==> config.mk <==
export PLATFORM = sky130hd
export DESIGN_NAME = aes_block_stream
export DESIGN_NICKNAME = d
export VERILOG_FILES = /design/src/rtl/aes_block_stream.sv
export SDC_FILE = /design/constraint.sdc
export NUM_CORES = 1
export LEC_CHECK = 0
export CORE_AREA = 5 5 219 221
export DETAILED_ROUTE_END_ITERATION = 12
export DIE_AREA = 0 0 224 226
export PLACE_DENSITY = 0.5
export SLEW_MARGIN = 20
export SYNTH_ARGS = -nofsm -noshare
export SYNTH_HDL_FRONTEND = slang
export SYNTH_SLANG_ARGS = --single-unit
==> constraint.sdc <==
create_clock -name clk -period 1.9 [get_ports clk]
set_input_delay 0.19 -clock clk [delete_from_list [all_inputs] [get_ports clk]]
set_output_delay 0.19 -clock clk [all_outputs]
set_load 0.01 [all_outputs]
==> src/rtl/aes_block_stream.sv <==
// aes_block_stream: packs four 32-bit words into a block, runs the AES core once,
// and streams the 128-bit result back out as four 32-bit words.
module aes_block_stream #(
    parameter int TIMEOUT_CYC = 32
) (
    input  logic         clk,
    input  logic         reset,
    input  logic         s_valid,
    output logic         s_ready,
    input  logic [31:0]  s_data,
    input  logic         cfg_enc_dec,
    input  logic [1:0]   cfg_mode,
    output logic         core_start,
    output logic         core_enc_dec,
    output logic [1:0]   core_mode,
    output logic [127:0] core_data_in,
    input  logic         core_done,
    input  logic [127:0] core_data_out,
    output logic         m_valid,
    input  logic         m_ready,
    output logic [31:0]  m_data,
    output logic         busy,
    output logic         err_timeout
);
    typedef enum logic [1:0] {FILL, KICK, WAIT, DRAIN} state_t;
    localparam logic [7:0] LAST = 8'(TIMEOUT_CYC - 1);
    state_t          state;
    logic [1:0]      cnt, idx;
    logic [7:0]      timer;
    logic [3:0][31:0] block, out_buf;
    assign core_data_in = block;
    assign m_data = out_buf[~idx];
    assign busy = (state != FILL) || (cnt != 2'd0);
    always_ff @(posedge clk or negedge reset) begin
        if (!reset) begin
            state        <= FILL;
            cnt          <= '0;
            idx          <= '0;
            timer        <= '0;
            block        <= '0;
            out_buf      <= '0;
            s_ready      <= 1'b0;
            core_start   <= 1'b0;
            core_enc_dec <= 1'b0;
            core_mode    <= '0;
            m_valid      <= 1'b0;
            err_timeout  <= 1'b0;
        end else begin
            core_start  <= 1'b0;
            err_timeout <= 1'b0;
            // timer runs through KICK too, so the abort lands TIMEOUT_CYC cycles after core_start
            if (timer != 8'hff) timer <= timer + 8'd1;
            case (state)
                FILL: begin
                    s_ready <= 1'b1;
                    if (s_valid && s_ready) begin
                        block[~cnt] <= s_data;
                        cnt <= cnt + 2'd1;
                        if (cnt == 2'd0) begin
                            core_enc_dec <= cfg_enc_dec;
                            core_mode    <= cfg_mode;
                        end
                        if (cnt == 2'd3) begin
                            state      <= KICK;
                            s_ready    <= 1'b0;
                            core_start <= 1'b1;
                            timer      <= '0;
                        end
                    end
                end
                KICK: state <= WAIT;
                WAIT: begin
                    if (core_done) begin
                        out_buf <= core_data_out;
                        idx     <= '0;
                        m_valid <= 1'b1;
                        state   <= DRAIN;
                    end else if (timer >= LAST) begin
                        err_timeout <= 1'b1;
                        cnt         <= '0;
                        s_ready     <= 1'b1;
                        state       <= FILL;
                    end
                end
                DRAIN: begin
                    if (m_valid && m_ready) begin
                        idx <= idx + 2'd1;
                        if (idx == 2'd3) begin
                            m_valid <= 1'b0;
                            cnt     <= '0;
                            s_ready <= 1'b1;
                            state   <= FILL;
                        end
                    end
                end
                default: state <= FILL;
            endcase
        end
    end
endmodule

==> impl_metrics.tcl <==
set metrics [dict create \
    outcome "finished with violations" \
    failed_checks "negative setup slack" \
    crit_slowest_cell "mux4_2" \
    port_buffers 335 \
    postSynthAreaPerCell_um2 16.3 \
    hold_class "in -> async" \
    dp_hpwl_um 23100 \
    fin_cells 1702 \
    power.leakage_nw 7.16 \
    drt-vias-per-instance 4.29 \
    antenna_found_initial 6 \
    grt_overflow 0 \
    clk_pin_slew_ns 0.06 \
    crit_path_frequent_cell "buf_12" \
    die_w_um 224 \
    netlist.area_leader.share_pct 61.3 \
    start_kind "flip-flop" \
    ant_nets 0 \
    start_util_pct 24.6 \
    rsz0062_at_grt "yes" \
    arrival_ns 1.88 \
    critPathRequiredTime_ns 1.71 \
    max_freq_mhz 483 \
    clock_sinks 277 \
    finalSetupViolCount 32 \
    cts_made_buffers 34 \
    ioPinCount 336 \
    critPathCaptureType "primary output" \
    vdd_drop_max_uv 716 \
    clock_latency_ns 0.52 \
    syn_inst 692 \
    synth_area_leaders "dfrtp_1, mux2_1, mux2_2" \
    clock_skew_ns 0.00837 \
    yosysTopAreaCell "dfrtp_1" \
    core-area_um2 46000 \
    dp_slack_ns -0.00390 \
    grt_pass1_vias 8008 \
    clockBufferDepth 3 \
    routed_wire_length_per_instance_um 18.6 \
    ys_seq_area_share_pct 61.3 \
    finalPower_mw 28.6 \
    maxSlewHeadroom_pct 68.4 \
    drcViolationCount 0 \
    die_y_um 226 \
    finalCritPeriodShare_pct 109 \
    drt_pass1_iterations 4 \
    critPathKind "reg -> out" \
    yosysWarnings 0 \
    fin_util_pct 37.1 \
    drt_iter0_markers 260 \
    max_stage_delay_ns 0.54 \
    num_rows 79 \
    maxCapViolations 0 \
    switching_share_pct 29.8 \
    htree_levels 2 \
    p_int_mw 20.1 \
    post-place-cells 1632 \
    synth_cell_types 36 \
    hold_violations 0 \
    grt_usage_pct 12.5 \
    power_frac_seq_pct 36.3 \
    synth_seq_cells 277 \
    die-area_um2 50600 \
    tritoncts "done" \
    routabilityCongestion 0.744 \
    grt_max_degree 51 \
    cp_cell_sequence "buf_12 -> buf_12 -> mux4_2 -> buf_6" \
    powerDensity_nw_per_um2 1680 \
    areaGrowthSynthToFinish_pct 50.8 \
    syn-cell-area_um2 11300 \
    crit_fanout 8 \
    grt_first_pass_wirelength_um 49400 \
    cts_root_buf "clkbuf_16" \
    switching_power_mw 8.52 \
    drive_gt1_share_pct 25.0 \
    wl_um 31600 \
    final_nets 1244 \
    fin_crit_ns 2.07 \
    p_clk_share_pct 22.6 \
    pwr-share-comb_pct 41.1 \
    worstMarginPinSlew_ns 0.471 \
    vias 7298 \
    fin_ws_ns -0.172 \
    slew_viol_final 0 \
    syn_nets 866 \
]
cells in the final DEF, fill, tap and decap left out, types with 3 or more instances in the layout:
cell | netlist | layout
clkdlybuf4s50_1 | 0 | 301
mux4_2 | 32 | 32
nand3_1 | 7 | 7
dfrtp_1 | 277 | 275
nand2_1 | 9 | 9
buf_2 | 27 | 3
clkbuf_8 | 0 | 9
nand4_1 | 5 | 5
ha_1 | 6 | 6
mux2_2 | 105 | 105
nor3_1 | 6 | 6
buf_6 | 0 | 29
clkbuf_16 | 0 | 37
inv_1 | 6 | 6
o21ai_0 | 6 | 6
buf_4 | 1 | 22
mux2_1 | 155 | 155
buf_12 | 0 | 22
a21oi_1 | 8 | 8
o211ai_1 | 3 | 3
clkbuf_1 | 8 | 9
cell usage after synthesis, drive strengths merged:
cell type,number
o2111ai,1
nor2,2
dfrtp,277
o21ai,6
nand2b,1
a21boi,2
buf,31
clkbuf,8
a21oi,8
a211oi,2
nand3,7
o311a,2
ha,6
inv,7
nor3,6
nand4bb,1
or3,2
a31oi,2
and3,1
and4,1
and4bb,1
mux2,260
o21bai,1
mux4,32
nand3b,2
o211ai,3
nand4,5
nor4bb,1
and4b,1
nand2,13
logic make-up after synthesis:
kind of cell,after synthesis,synth area share [%]
DFF,277,61.3
buffers and inverters,46,1.86
adders and majority gates,6,0.664
and+or+nand+nor,44,2.35
muxes,292,32.3
AOI/OAI and AO/OA,27,1.52
metrics by stage:
stage / instance area (um2) / hold WS [ns] / setup TNS (ns)
floorplan: 11300 / -0.106 / 0
global placement: 15800 / 0.132 / 0
detailed placement: 15800 / 0.136 / -0.00580
CTS: 17000 / 0.156 / -5.88
global route: 17000 / 0.193 / -7.02
finish: 17000 / 0.179 / -4.09
cell type report:
cell class              instances  area (um2)
clock inverters                 4        47.5
diodes                          2        5.00
inverters                       7        26.3
fillers                      4422       28900
flip-flops and latches        277        6930
repair buffers                381        4020
clock buffers                  55        1080
well taps                     607         759
multi-input cells             369        4160
timing repair:
action                                  CTS  global route
cloned                                    2             0
setup buffers                             4             4
endpoints found under the setup margin   33            33
resized for setup                       166             9
endpoints found under the hold margin   277             0
hold buffers                              1             0
routing by layer:
layer,track usage (%),part of all wire [%]
met2,19.1,44
met5,0,0.15
met3,6.40,11
met4,2.96,1.8
met1,15.8,43
worst paths after layout:
kind / startpoint / slack, ns / cells past startpoint / endpoint
setup / recovery: idx[0]$_DFFE_PN0P_ / -0.17 / 4 / m_data[22]
hold / removal: reset / 0.18 / 2 / core_data_in[86]$_DFFE_PN0P_
setup reg to reg: timer[0]$_DFF_PN0_ / 0.16 / 4 / timer[3]$_DFF_PN0_
hold reg to reg: core_data_in[107]$_DFFE_PN0P_ / 0.49 / 1 / core_data_in[107]$_DFFE_PN0P_
max in group asynchronous: reset / 1.10 / 3 / out_buf[110]$_DFFE_PN0P_
min in group clk: core_data_out[32] / 0.26 / 2 / out_buf[32]$_DFFE_PN0P_
sequential cells by signal, indices dropped and copies added, names as in the netlist:
name and flops:
cnt 2, core_data_in 128, core_enc_dec 1, core_mode 2
core_start 1, err_timeout 1, idx 2, m_valid 1
out_buf 128, s_ready 1, state 2, timer 8
critical path, delay by kind of cell (launching register included):
kind,cells,cell delay [ns]
buffers and inverters,3,0.43
multiplexers,1,0.54
flip-flops,1,0.39
power by group through the flow:
stage | Clock [mW] | Combinational [mW] | Sequential [mW]
2_1_floorplan | 0 | 5.01 | 10.7
3_3_place_gp | 0 | 11.5 | 10.5
3_5_place_dp | 0 | 11.6 | 10.5
4_1_cts | 6.74 | 12.0 | 10.4
5_1_grt | 6.98 | 12.7 | 10.8
6_report | 6.47 | 11.8 | 10.4
Power figures use the tool's default switching activity.
